==> src/rtl/mem_region_decoder_pkg.sv <==
// Shared types and default memory map for the memory region decoder.
// Holds the FSM state encoding, the default region table and the
// select-width helper used to size region indices.
package mem_region_pkg;

    // Access sequencing states
    typedef enum logic [1:0] {
        ST_IDLE   = 2'd0,
        ST_ACTIVE = 2'd1,
        ST_DONE   = 2'd2,
        ST_ERR    = 2'd3
    } state_e;

    localparam int DEF_ADDR_W  = 32;
    localparam int DEF_NUM_REG = 4;
    localparam int DEF_WAIT_W  = 4;

    // Default map, region 0 in the least significant slice:
    //   r0 0x1000_0000..0x13FF_FFFF  r1 0x1400_0000..0x17FF_FFFF
    //   r2 0x4802_2000..0x4802_2FFF  r3 0x44E1_0000..0x44E1_1FFF
    localparam logic [DEF_NUM_REG*DEF_ADDR_W-1:0] DEF_REG_BASE = {
        32'h44E1_0000, 32'h4802_2000, 32'h1400_0000, 32'h1000_0000
    };
    localparam logic [DEF_NUM_REG*DEF_ADDR_W-1:0] DEF_REG_LIMIT = {
        32'h44E1_1FFF, 32'h4802_2FFF, 32'h17FF_FFFF, 32'h13FF_FFFF
    };
    localparam logic [DEF_NUM_REG*DEF_WAIT_W-1:0] DEF_REG_WAIT = {
        4'd3, 4'd2, 4'd0, 4'd0
    };

    // Width of a region index: never narrower than one bit
    function automatic int sel_width(input int n);
        return (n <= 1) ? 1 : $clog2(n);
    endfunction

endpackage

==> src/rtl/mem_region_decoder_if.sv <==
// Request/chip-select bus of the memory region decoder.
// The requester uses the master modport, the decoder the slave modport.
interface mem_region_decoder_if
    import mem_region_pkg::*;
#(
    parameter int ADDR_W  = DEF_ADDR_W,
    parameter int NUM_REG = DEF_NUM_REG,
    parameter int SEL_W   = sel_width(NUM_REG)
);
    logic                req_valid;
    logic [ADDR_W-1:0]   req_addr;
    logic                req_ready;
    logic [NUM_REG-1:0]  cs_n;
    logic [SEL_W-1:0]    sel_idx;
    logic                done;
    logic                decode_err;
    logic [7:0]          err_cnt;
    logic [ADDR_W-1:0]   last_err_addr;

    modport master (
        output req_valid, req_addr,
        input  req_ready, cs_n, sel_idx, done, decode_err, err_cnt, last_err_addr
    );

    modport slave (
        input  req_valid, req_addr,
        output req_ready, cs_n, sel_idx, done, decode_err, err_cnt, last_err_addr
    );

endinterface

==> src/rtl/mem_region_decoder_region_match.sv <==
// Combinational priority address matcher.
// Compares an address against every [base, limit] window (inclusive,
// unsigned) and reports whether any matched and the lowest matching index.
module region_match
    import mem_region_pkg::*;
#(
    parameter int ADDR_W  = DEF_ADDR_W,
    parameter int NUM_REG = DEF_NUM_REG,
    parameter logic [NUM_REG*ADDR_W-1:0] REG_BASE  = DEF_REG_BASE,
    parameter logic [NUM_REG*ADDR_W-1:0] REG_LIMIT = DEF_REG_LIMIT,
    parameter int SEL_W   = sel_width(NUM_REG)
) (
    input  logic [ADDR_W-1:0] addr_i,
    output logic              hit_o,
    output logic [SEL_W-1:0]  idx_o
);

    // Scan from the highest index down so the lowest overlapping region wins
    always_comb begin
        hit_o = 1'b0;
        idx_o = '0;
        for (int i = NUM_REG - 1; i >= 0; i--) begin
            if ((addr_i >= REG_BASE[i*ADDR_W +: ADDR_W]) &&
                (addr_i <= REG_LIMIT[i*ADDR_W +: ADDR_W])) begin
                hit_o = 1'b1;
                idx_o = SEL_W'(i);
            end
        end
    end

endmodule

==> src/rtl/mem_region_decoder.sv <==
// Memory region decoder top.
// Accepts one access at a time, decodes it against the region table,
// asserts the matching active-low chip select for the region's wait
// states plus one cycle, then pulses done. Misses pulse decode_err and
// are counted and logged. Every output comes straight from a register.
module mem_region_decoder
    import mem_region_pkg::*;
#(
    parameter int ADDR_W  = DEF_ADDR_W,
    parameter int NUM_REG = DEF_NUM_REG,
    parameter logic [NUM_REG*ADDR_W-1:0] REG_BASE  = DEF_REG_BASE,
    parameter logic [NUM_REG*ADDR_W-1:0] REG_LIMIT = DEF_REG_LIMIT,
    parameter int WAIT_W  = DEF_WAIT_W,
    parameter logic [NUM_REG*WAIT_W-1:0] REG_WAIT  = DEF_REG_WAIT
) (
    input  logic                 clk,
    input  logic                 nRESET,
    mem_region_decoder_if.slave  bus
);

    localparam int SEL_W = sel_width(NUM_REG);

    // Miss counter that sticks at its maximum instead of wrapping
    function automatic logic [7:0] sat_inc(input logic [7:0] v);
        return (v == 8'hFF) ? v : v + 8'd1;
    endfunction

    state_e              state_q;
    logic [WAIT_W-1:0]   cnt_q;
    logic                ready_q;
    logic [NUM_REG-1:0]  cs_n_q;
    logic [SEL_W-1:0]    sel_q;
    logic                done_q;
    logic                err_q;
    logic [7:0]          err_cnt_q;
    logic [ADDR_W-1:0]   last_err_q;

    logic                match_hit;
    logic [SEL_W-1:0]    match_idx;
    logic [WAIT_W-1:0]   wait_d;
    logic [NUM_REG-1:0]  cs_n_d;
    logic [7:0]          err_cnt_d;
    logic                accept;

    region_match #(
        .ADDR_W    (ADDR_W),
        .NUM_REG   (NUM_REG),
        .REG_BASE  (REG_BASE),
        .REG_LIMIT (REG_LIMIT),
        .SEL_W     (SEL_W)
    ) u_match (
        .addr_i (bus.req_addr),
        .hit_o  (match_hit),
        .idx_o  (match_idx)
    );

    // req_ready is high exactly in IDLE, so this is the acceptance strobe
    assign accept    = bus.req_valid && ready_q;
    assign err_cnt_d = sat_inc(err_cnt_q);

    // Wait-state count and chip-select pattern of the region being hit
    always_comb begin
        wait_d = '0;
        for (int i = 0; i < NUM_REG; i++) begin
            if (match_idx == SEL_W'(i)) begin
                wait_d = REG_WAIT[i*WAIT_W +: WAIT_W];
            end
        end
        cs_n_d = ~(NUM_REG'(1) << match_idx);
    end

    // Access FSM with registered outputs; reset aborts any access at once
    always_ff @(posedge clk or negedge nRESET) begin
        if (!nRESET) begin
            state_q    <= ST_IDLE;
            cnt_q      <= '0;
            ready_q    <= 1'b1;
            cs_n_q     <= '1;
            sel_q      <= '0;
            done_q     <= 1'b0;
            err_q      <= 1'b0;
            err_cnt_q  <= '0;
            last_err_q <= '0;
        end else begin
            done_q <= 1'b0;
            err_q  <= 1'b0;
            case (state_q)
                ST_IDLE: begin
                    if (accept) begin
                        ready_q <= 1'b0;
                        if (match_hit) begin
                            state_q <= ST_ACTIVE;
                            sel_q   <= match_idx;
                            cs_n_q  <= cs_n_d;
                            cnt_q   <= wait_d;
                        end else begin
                            state_q    <= ST_ERR;
                            err_q      <= 1'b1;
                            err_cnt_q  <= err_cnt_d;
                            last_err_q <= bus.req_addr;
                        end
                    end
                end
                ST_ACTIVE: begin
                    // Select stays low for the loaded count plus one cycle
                    if (cnt_q == '0) begin
                        state_q <= ST_DONE;
                        cs_n_q  <= '1;
                        done_q  <= 1'b1;
                    end else begin
                        cnt_q <= cnt_q - WAIT_W'(1);
                    end
                end
                ST_DONE: begin
                    state_q <= ST_IDLE;
                    ready_q <= 1'b1;
                end
                ST_ERR: begin
                    state_q <= ST_IDLE;
                    ready_q <= 1'b1;
                end
                default: begin
                    state_q <= ST_IDLE;
                    ready_q <= 1'b1;
                    cs_n_q  <= '1;
                end
            endcase
        end
    end

    assign bus.req_ready     = ready_q;
    assign bus.cs_n          = cs_n_q;
    assign bus.sel_idx       = sel_q;
    assign bus.done          = done_q;
    assign bus.decode_err    = err_q;
    assign bus.err_cnt       = err_cnt_q;
    assign bus.last_err_addr = last_err_q;

endmodule

==> src/flat_wrapper.sv <==
// flat-port wrapper written by rule: the top's interface ports become plain ports
module mem_region_decoder_flat import mem_region_pkg::*;
#(
    parameter int ADDR_W  = DEF_ADDR_W,
    parameter int NUM_REG = DEF_NUM_REG,
    parameter logic [NUM_REG*ADDR_W-1:0] REG_BASE  = DEF_REG_BASE,
    parameter logic [NUM_REG*ADDR_W-1:0] REG_LIMIT = DEF_REG_LIMIT,
    parameter int WAIT_W  = DEF_WAIT_W,
    parameter logic [NUM_REG*WAIT_W-1:0] REG_WAIT  = DEF_REG_WAIT
)
  (clk, nRESET, bus_req_valid, bus_req_addr, bus_req_ready, bus_cs_n, bus_sel_idx, bus_done, bus_decode_err, bus_err_cnt, bus_last_err_addr);
  mem_region_decoder_if #(.ADDR_W(ADDR_W), .NUM_REG(NUM_REG)) bus_i ();
  input  logic clk;
  input  logic nRESET;
  input wire logic [$bits(bus_i.req_valid)-1:0] bus_req_valid;
  input wire logic [$bits(bus_i.req_addr)-1:0] bus_req_addr;
  output wire logic [$bits(bus_i.req_ready)-1:0] bus_req_ready;
  output wire logic [$bits(bus_i.cs_n)-1:0] bus_cs_n;
  output wire logic [$bits(bus_i.sel_idx)-1:0] bus_sel_idx;
  output wire logic [$bits(bus_i.done)-1:0] bus_done;
  output wire logic [$bits(bus_i.decode_err)-1:0] bus_decode_err;
  output wire logic [$bits(bus_i.err_cnt)-1:0] bus_err_cnt;
  output wire logic [$bits(bus_i.last_err_addr)-1:0] bus_last_err_addr;
  assign bus_i.req_valid = bus_req_valid;
  assign bus_i.req_addr = bus_req_addr;
  assign bus_req_ready = bus_i.req_ready;
  assign bus_cs_n = bus_i.cs_n;
  assign bus_sel_idx = bus_i.sel_idx;
  assign bus_done = bus_i.done;
  assign bus_decode_err = bus_i.decode_err;
  assign bus_err_cnt = bus_i.err_cnt;
  assign bus_last_err_addr = bus_i.last_err_addr;
  mem_region_decoder #(.ADDR_W(ADDR_W), .NUM_REG(NUM_REG), .REG_BASE(REG_BASE), .REG_LIMIT(REG_LIMIT), .WAIT_W(WAIT_W), .REG_WAIT(REG_WAIT)) u_core (.clk(clk), .nRESET(nRESET), .bus(bus_i));
endmodule
==> config.mk <==
export PLATFORM = sky130hd
export DESIGN_NAME = mem_region_decoder_flat
export DESIGN_NICKNAME = d
export VERILOG_FILES = /design/src/rtl/mem_region_decoder_pkg.sv /design/src/rtl/mem_region_decoder_if.sv /design/src/rtl/mem_region_decoder_region_match.sv /design/src/rtl/mem_region_decoder.sv /design/src/flat_wrapper.sv
export SDC_FILE = /design/constraint.sdc
export NUM_CORES = 1
export LEC_CHECK = 0
export BUFFER_PORTS_ARGS = -buffer_cell sky130_fd_sc_hd__buf_2
export CORE_AREA = 5 5 62 92
export DETAILED_ROUTE_END_ITERATION = 6
export DIE_AREA = 0 0 67 97
export PLACE_DENSITY = 0.84
export SYNTH_ARGS = -nofsm -noshare
export SYNTH_HDL_FRONTEND = slang
export SYNTH_SLANG_ARGS = --single-unit
==> constraint.sdc <==
create_clock -name clk -period 3.23 [get_ports clk]
set_input_delay 0.1615 -clock clk [delete_from_list [all_inputs] [get_ports clk]]
set_output_delay 0.1615 -clock clk [all_outputs]
set_load 0.005 [all_outputs]
Word level (Yosys, flattened, before mapping)
Cells that the tools add are included.

Bits in registers: 55. Bits of input ports: 35. Output and inout port bits: 49. Logic and storage cells: 79.

Add/subtract/negate cells: 2. $lt $le $gt $ge: 8. Equality and inequality tests: 10. Shift-type cells: 1. Muxes and demuxes: 29. Bitwise operators: 3. Reduce and logical (&&, ||, !) cells: 17.

Operators by type and width (count): $ge 32x29->1 const B (2); $ge 32x31->1 const B (2); $le 32x29->1 const B (2); $le 32x31->1 const B (2); $mux 4 (6); $mux 2 (9); $pmux 4 s2 (2); $reduce_and 4->1 (3); $mux 1 (10); $add 8x1->8 const B (1); $eq 2x2->1 const B (4); $eq 8x8->1 const B (1); $ne 2x1->1 const B (3); $pmux 2 s3 (1); $reduce_and 3->1 (2); $logic_and 1x1->1 (5); $logic_not 4->1 (1); $not 4->4 (1); $reduce_and 2->1 (2); $reduce_bool 2->1 (2); $shl 1x2->4 const A (1); $sub 4x1->4 const B (1); $eq 2x1->1 const B (1); $logic_not 2->1 (1); 4 further kinds (5).

Longest topological paths before layout
Gate-level depths: netlist (run 1).

Depth in word-level cells: 12. Gate-level depth with buffers: 7. Depth with buffers taken out: 7.

Hierarchy
Synthesis (run 1) repeated with hierarchy kept, for this count alone.

Cell total of the unflattened synthesis: 192. Area total of the unflattened synthesis: 2444.8 sq um.

Modules (own cells, without submodules): mem_region_decoder (instances 1, cells an instance 169, area an instance 2321.0 sq um, sequential area each 1382.6 sq um); region_match (instances 1, cells an instance 23, area an instance 123.9 sq um, sequential area each 0.0 sq um).

Worst setup path after synthesis (run 1)
Ideal clock, no wire load.

Path type: register -> register. Start point: register u_core.err_cnt_q[0] (netlist: u_core.bus.err_cnt[0]). End point: register u_core.err_cnt_q[1] (netlist: u_core.bus.err_cnt[1]). Library setup time: 0.125 ns. Arrival time: 1.774 ns. Path slack: 1.331 ns. Cell stages (with the launch flop): 7. Path through: dfrtp_1 > ha_1 > and3_1 > and3_1 > a311oi_1 > nand2_1 > mux2_2.

Cells in the longest elaborated chain, start to end: 3.

RTL lines: from (decl) (line mem_region_decoder.sv:35) `logic [7:0] err_cnt_q;`; from (signal assigned) (line mem_region_decoder.sv:99) `err_cnt_q <= err_cnt_d;`; branches (longest 3 deep; another with $add 8x1->8).

Several ways; the timed one is not identified. A chain may end at the register's enable or synchronous reset.

Final worst setup path (run 1)
Ends and elaborated chain as after synthesis.

==> results.yml, run 1 <==
die:
  floorplan.die.height_um: 97
  floorplan.io_pins: 84
  fp.coreArea_mm2: 0.00477
  effective_utilization_at_floorplan_pct: 52.2
  rows: 31
  die_area_mm2: 0.00650
  die_width_um: 67
grt:
  grt_overflow_total: 0
  pin_count_of_the_biggest_net_entering_global_routing: 35
  grt_first_pass_wirelength_mm: 8.67
  grt_util_all_layers_pct: 17.1
  first_global_vias: 1812
  initial_antenna_violation_count: 0
detailed_routing:
  drt_wl_total_mm: 5.46
  vias: 1798
  drt_iter0_markers: 80
  route.detailed.wl_per_inst_um: 16.3
  post-route-drc-count: 0
  detail-route-antenna-nets: 0
  detailedRoute.firstPassIterationCount: 4
  avgViaCountPerCell: 5.37
power:
  pwr_density_cell_mw_per_mm2: 873
  peak_supply_drop_uv: 426
  total_leakage_power_nw: 1.47
  p_clk_share_pct: 13.7
  internal_power_mw: 1.82
  p_sw_mw: 0.847
  share_seq_of_total_power_pct: 44.4
  swShare_pct: 31.7
  combinational_power_share_pct: 41.9
final_layout:
  fillCellCount: 388
  layout.cells.most_common_list: "buf_2, dfrtp_1, mux2_4"
  area_growth_syn_to_layout_pct: 22.8
  antenna-diode-count: 0
  fin_util_pct: 64.1
  final_common_cell: "buf_2"
  share_of_final_layout_standard_cells_stronger_than_drive_strength_1_pct: 50.9
  fin_nets: 306
outcome:
  outcome: "finished clean"
worst_hold_path:
  holdPathStages: 2
  min_path_type: "in2reg"
sta:
  timing.final.max_slew_violations: 0
  rsz0062_at_grt: "no"
  finalWorstPathRequiredPeriod_ns: 2.05
  setup_violating_endpoint_count_in_the_final_report: 0
  maxSlewHeadroom_pct: 53.9
  worst_slew_pin_slew_ns: 0.692
  achievable-frequency_mhz: 488
  finalSetupTns_ns: 0
  timing.final.hold_violations: 0
  fin_worst_skew_ns: 0.00769
  min_period_over_period_pct: 63.5
clock_tree:
  clock-sinks: 55
  cts_tree: "done"
  cts_buffers: 5
  postCtsResizedCells: 0
  cts_buffer_depth: 2
  cts.clk_slew.worst_paths_ns: 0.10
  cts_hold_repair.buffers: 1
  post_cts_buffers: 0
  worstSkewPairLatency_ns: 0.30
  cts_max_level: 2
  ctsRootBufferMaster: "clkbuf_8"
worst_setup_path:
  timing.critical_path.from_type: "flip-flop"
  r2r_cells: 6
  cp-end-kind: "flip-flop"
  critPathKind: "reg2reg"
  required_ns: 3.42
  crit_fanout: 4
  critical_path_arrival_ns: 2.24
yosys:
  fraction_of_registers_with_async_set_or_reset_after_synthesis_pct: 100
  number_of_enable_type_register_cells_in_the_synthesized_netlist: 0
  postSynthAreaPerCell_um2: 13.8
  postSynth.topFlopCell: "dfrtp_1"
  synth-seq-cells: 55
  yosysWarningCount: 0
  synth.yosys.seq_area_share_pct: 55.5
  postSynthCellCount: 180
  synth_area_mm2: 0.00249
  ys_types: 40
  synth_fp_nets: 218
place:
  gp_congestion: 0.778
  half_perimeter_wire_length_after_detailed_placement_mm: 4.11
  portBuffers: 83
flow_run:
  cap_viol_max_count: 0
==> worst max-delay path, stage by stage, from the launching register on <==
cell,delay [ns]
dfrtp_1,0.42
ha_1,0.22
and3_1,0.21
and3_1,0.21
a311oi_1,0.41
nand2_1,0.16
mux2_2,0.30
==> final cells by class <==
class | instances | area (µm²) | area share [%]
Multi-Input combinational cell | 116 | 1050 | 34.3
Timing Repair Buffer | 87 | 448 | 14.6
Inverter | 3 | 11.3 | 0.368
Sequential cell | 55 | 1380 | 45.2
Clock inverter | 2 | 12.5 | 0.409
Clock buffer | 6 | 72.6 | 2.37
Tap cell | 66 | 82.6 | 2.70
==> power groups by stage <==
| stage | Combinational, mW | Clock [mW] | Sequential [mW] |
|---|---|---|---|
| after CTS | 1.14 | 0.378 | 1.19 |
| final | 1.12 | 0.366 | 1.19 |
| after global routing | 1.21 | 0.410 | 1.22 |
| after floorplan | 0.701 | 0 | 1.20 |
| after detailed placement | 1.13 | 0 | 1.20 |
| after global placement | 1.10 | 0 | 1.18 |
==> flip-flops by register name (all words and copies together) (netlist names) <==
signal	cells
u_core.bus.err_cnt	8
u_core.bus.decode_err	1
u_core.bus.done	1
u_core.bus.req_ready	1
u_core.bus.sel_idx	2
u_core.state_q	2
u_core.bus.last_err_addr	32
u_core.cnt_q	4
u_core.bus.cs_n	4
==> synth_stat cells (all sizes together) (5+ instances only) <==
library cell | count | area (µm²)
nor2 | 6 | 22.5
nor3 | 8 | 51.3
dfrtp | 50 | 1250
a21oi | 6 | 41.3
dfstp | 5 | 131
mux2 | 35 | 499
xnor2 | 5 | 43.8
nor2b | 5 | 31.3
nand3 | 7 | 35.0
buf | 5 | 43.8
nand2 | 5 | 18.8
o21ai | 5 | 25.0
==> layer usage <==
metal | track usage, % | vias up | share of wire [%]
met1 | 19.8 | 899 | 39
met4 | 6.72 | 0 | 2.0
met3 | 3.13 | 9 | 6.5
met5 | 0 | - | 0
met2 | 30.2 | 60 | 53
li1 | - | 830 | -
==> worst paths after layout <==
path	startpoint	endpoint	slack [ns]
worst max-delay path	u_core.bus.err_cnt[0]$_DFFE_PN0P_	u_core.bus.err_cnt[1]$_DFFE_PN0P_	1.18
worst min-delay path	bus_req_addr[8]	u_core.bus.last_err_addr[8]$_DFFE_PN0P_	0.08
worst max register to register	u_core.bus.err_cnt[0]$_DFFE_PN0P_	u_core.bus.err_cnt[1]$_DFFE_PN0P_	1.18
worst min register to register	u_core.bus.last_err_addr[13]$_DFFE_PN0P_	u_core.bus.last_err_addr[13]$_DFFE_PN0P_	0.51
max in group asynchronous	nRESET	u_core.bus.req_ready$_DFFE_PN1P_	1.97
min in group asynchronous	nRESET	u_core.bus.last_err_addr[14]$_DFFE_PN0P_	0.43
==> cells by family after synthesis <==
| group | synth area share [%] |
|---|---|
| xor gates and xnor gates | 1.76 |
| and+or+nand+nor | 11.0 |
| AOI/OAI and AO/OA | 7.08 |
| adders and majority gates | 1.51 |
| DFF | 55.5 |
| buffers and inverters | 2.36 |
| muxes | 20.8 |
==> metrics by stage <==
step / power (mW) / area, µm² / cells / setup WS [ns] / hold slack [ns]
floorplan: 1.90 / 2490 / 180 / 1.33 / -0.134
global placement: 2.28 / 2970 / 326 / 1.25 / 0.230
detailed placement: 2.33 / 2970 / 326 / 1.23 / 0.236
CTS: 2.70 / 3060 / 335 / 1.20 / 0.0731
global route: 2.85 / 3060 / 335 / 1.09 / 0.0628
finish: 2.67 / 3060 / 335 / 1.18 / 0.0793
(Power assumes the default switching activity.)
==> inputs of run 2 (changes only) <==
ABC_AREA = 1   (was not set)
CORE_AREA = 5 5 70 104   (was 5 5 62 92)
DIE_AREA = 0 0 75 109   (was 0 0 67 97)
PLACE_DENSITY = 0.76   (was 0.84)
clock period = 1.85 ns   (was 3.23 ns; I/O delays follow)
==> run 2 against run 1 <==
Maximum frequency is 28% higher. Sequential share of layout area shrank 6.7 points. Clock power up 100%. Routed wire length increased by 28%. Worst hold slack got worse by 0.056 ns. Largest cell class unchanged. Register-to-register slack worse by 0.94 ns. Synthesized cell count up 92%.
==> results.yml, run 2 <==
outcome:
  outcome: "finished clean"
die:
  die_width_um: 75
  floorplan.die.height_um: 109
  die_area_mm2: 0.00818
  floorplan.io_pins: 84
  effective_utilization_at_floorplan_pct: 44.7
  fp.coreArea_mm2: 0.00635
  rows: 36
sta:
  min_period_over_period_pct: 86.8
  maxSlewHeadroom_pct: 59.5
  finalWorstPathRequiredPeriod_ns: 1.61
  finalSetupTns_ns: 0
  rsz0062_at_grt: "no"
  achievable-frequency_mhz: 622
  fin_worst_skew_ns: 0.00727
  final.setup.worst_slack_ns: 0.243
  timing.final.hold_violations: 0
  setup_violating_endpoint_count_in_the_final_report: 0
  timing.final.max_slew_violations: 0
  worst_slew_pin_slew_ns: 0.607
worst_setup_path:
  timing.critical_path.from_type: "flip-flop"
  critical_path_arrival_ns: 1.80
  required_ns: 2.04
  crit_fanout: 49
  r2r_cells: 8
  critPathKind: "reg2reg"
  cp-end-kind: "flip-flop"
power:
  share_seq_of_total_power_pct: 44.7
  total_leakage_power_nw: 1.90
  internal_power_mw: 2.76
  p_sw_mw: 1.58
  report.power.total_mw: 4.35
  pwr_density_cell_mw_per_mm2: 1210
  p_clk_share_pct: 16.8
  peak_supply_drop_uv: 626
  combinational_power_share_pct: 38.5
  swShare_pct: 36.4
clock_tree:
  cts_tree: "done"
  cts_buffer_depth: 2
  cts_buffers: 5
  worstSkewPairLatency_ns: 0.30
  cts_max_level: 2
  ctsRootBufferMaster: "clkbuf_8"
  clock-sinks: 55
  cts.clk_slew.worst_paths_ns: 0.10
final_layout:
  area_growth_syn_to_layout_pct: 26.8
  layout.cells.most_common_list: "nand2_1, buf_2, dfrtp_1, nor2_1"
  antenna-diode-count: 0
  fin_nets: 484
  final_design_area_no_fill_mm2: 0.00360
  final_common_cell: "nand2_1"
  share_of_final_layout_standard_cells_stronger_than_drive_strength_1_pct: 27.7
  largest_reg_flops: 32
detailed_routing:
  avgViaCountPerCell: 4.99
  route.detailed.wl_per_inst_um: 13.4
  post-route-drc-count: 0
  drt_iter0_markers: 110
  drt_wl_total_mm: 6.99
  detail-route-antenna-nets: 0
  detailedRoute.firstPassIterationCount: 4
  vias: 2608
yosys:
  synth.yosys.seq_area_share_pct: 48.7
  synth_fa_ha_area_share_pct: 1.32
  postSynthCellCount: 346
  post-synth-top-area-fraction_pct: 44.1
  synth-seq-cells: 55
  postSynth.topFlopCell: "dfrtp_1"
  synth_top_family_by_area: "simple AND/OR/NAND/NOR gates"
  synth.top_cells.by_area: "dfrtp_1, nand2_1, dfstp_2, nand3_1, nor2_1"
  synth.area.mux_share_pct: 0
  most_frequent_cell_after_synthesis: "nand2_1"
  synth-xor-area-share_pct: 2.47
  synth_compound_gate_area_share_pct: 6.18
  number_of_enable_type_register_cells_in_the_synthesized_netlist: 0
  postSynthAreaPerCell_um2: 8.20
  post-synth-top-area-cell: "dfrtp_1"
  synth_commonest_cells: "nand2_1, dfrtp_1, nor2_1"
  ys_types: 32
  yosysWarningCount: 0
  synth_simple_gate_area_share_pct: 34.9
  fraction_of_registers_with_async_set_or_reset_after_synthesis_pct: 100
  synth_area_mm2: 0.00284
  synth_fp_nets: 384
worst_hold_path:
  holdPathStages: 3
  min_path_type: "in2reg"
grt:
  grt_first_pass_wirelength_mm: 11.4
  grt_util_all_layers_pct: 17.8
  initial_antenna_violation_count: 0
  pin_count_of_the_biggest_net_entering_global_routing: 50
  grt_overflow_total: 0
  first_global_vias: 2660
place:
  detailedPlace.worstSlack_ns: 0.172
  half_perimeter_wire_length_after_detailed_placement_mm: 5.23
  post_dp_cell_area_mm2: 0.00334
  gp_congestion: 0.833
  portBuffers: 83
flow_run:
  cap_viol_max_count: 0
==> run 2: logic make-up after synthesis <==
kind of cell,after synthesis
AND/OR/NAND/NOR,215
flip-flops,55
AO/OA/AOI/OAI,28
buffers and inverters,37
XOR/XNOR,8
adder cells (fa/ha/maj),3
==> run 2: worst paths after layout <==
check | from | end | slack [ns]
worst max-delay path | u_core.state_q[1]$_DFFE_PN0P_ | u_core.bus.err_cnt[2]$_DFFE_PN0P_ | 0.24
worst max register to register | u_core.state_q[1]$_DFFE_PN0P_ | u_core.bus.err_cnt[2]$_DFFE_PN0P_ | 0.24
min in group asynchronous | nRESET | u_core.bus.last_err_addr[29]$_DFFE_PN0P_ | 0.32
worst min-delay path | bus_req_addr[12] | u_core.bus.last_err_addr[12]$_DFFE_PN0P_ | 0.02
worst min register to register | u_core.bus.cs_n[2]$_DFFE_PN1P_ | u_core.bus.cs_n[2]$_DFFE_PN1P_ | 0.47
max in group asynchronous | nRESET | u_core.bus.err_cnt[5]$_DFFE_PN0P_ | 0.95
==> run 2: stage by stage <==
stage	utilization (%)	hold slack, ns	instances
global route	56.6	0.0290	523
global placement	52.6	0.138	500
CTS	56.6	0.0105	523
finish	56.6	0.0234	523
detailed placement	52.6	0.144	500
floorplan	-	-0.203	346
==> run 2: worst max-delay path, stage by stage, from the launching register on <==
cell and delay [ns]:
dfrtp_1 0.42, nor2_1 0.18, inv_1 0.08, nor2_2 0.13, buf_4 0.17, nand4_4 0.11, buf_12 0.21, o21bai_1 0.14
nand2_1 0.07
==> run 2: cell type report <==
class                   count  area, µm²
clock buffers               7       96.3
clock inverters             1       7.51
fillers                   593       2750
inverters                  27        101
multi-input cells         254       1270
flip-flops and latches     55       1380
well taps                  76       95.1
repair buffers            103        641
==> run 2: layer usage <==
layer | global-route usage (%) | vias to the layer above | routed length (µm)
li1 | - | 1290 | -
met5 | 0 | - | 0
met3 | 2.68 | 12 | 300
met4 | 6.74 | 0 | 133
met2 | 33.0 | 69 | 3850
met1 | 19.9 | 1237 | 2710
==> run 2: repair_timing <==
item | 4_1_cts | 5_1_grt
buffers inserted | 0 | 0
hold buffers | 15 | 0
hold endpoints to repair | 33 | 0
gates resized for setup | 0 | 0
==> run 2: power groups by stage <==
stage                     registers (mW)  clock network (mW)  logic (mW)
after floorplan                     1.97                   0       0.961
after global placement              1.95                   0        1.63
after detailed placement            1.96                   0        1.67
after CTS                           1.94               0.766        1.70
after global routing                1.99               0.804        1.91
final                               1.94               0.732        1.67
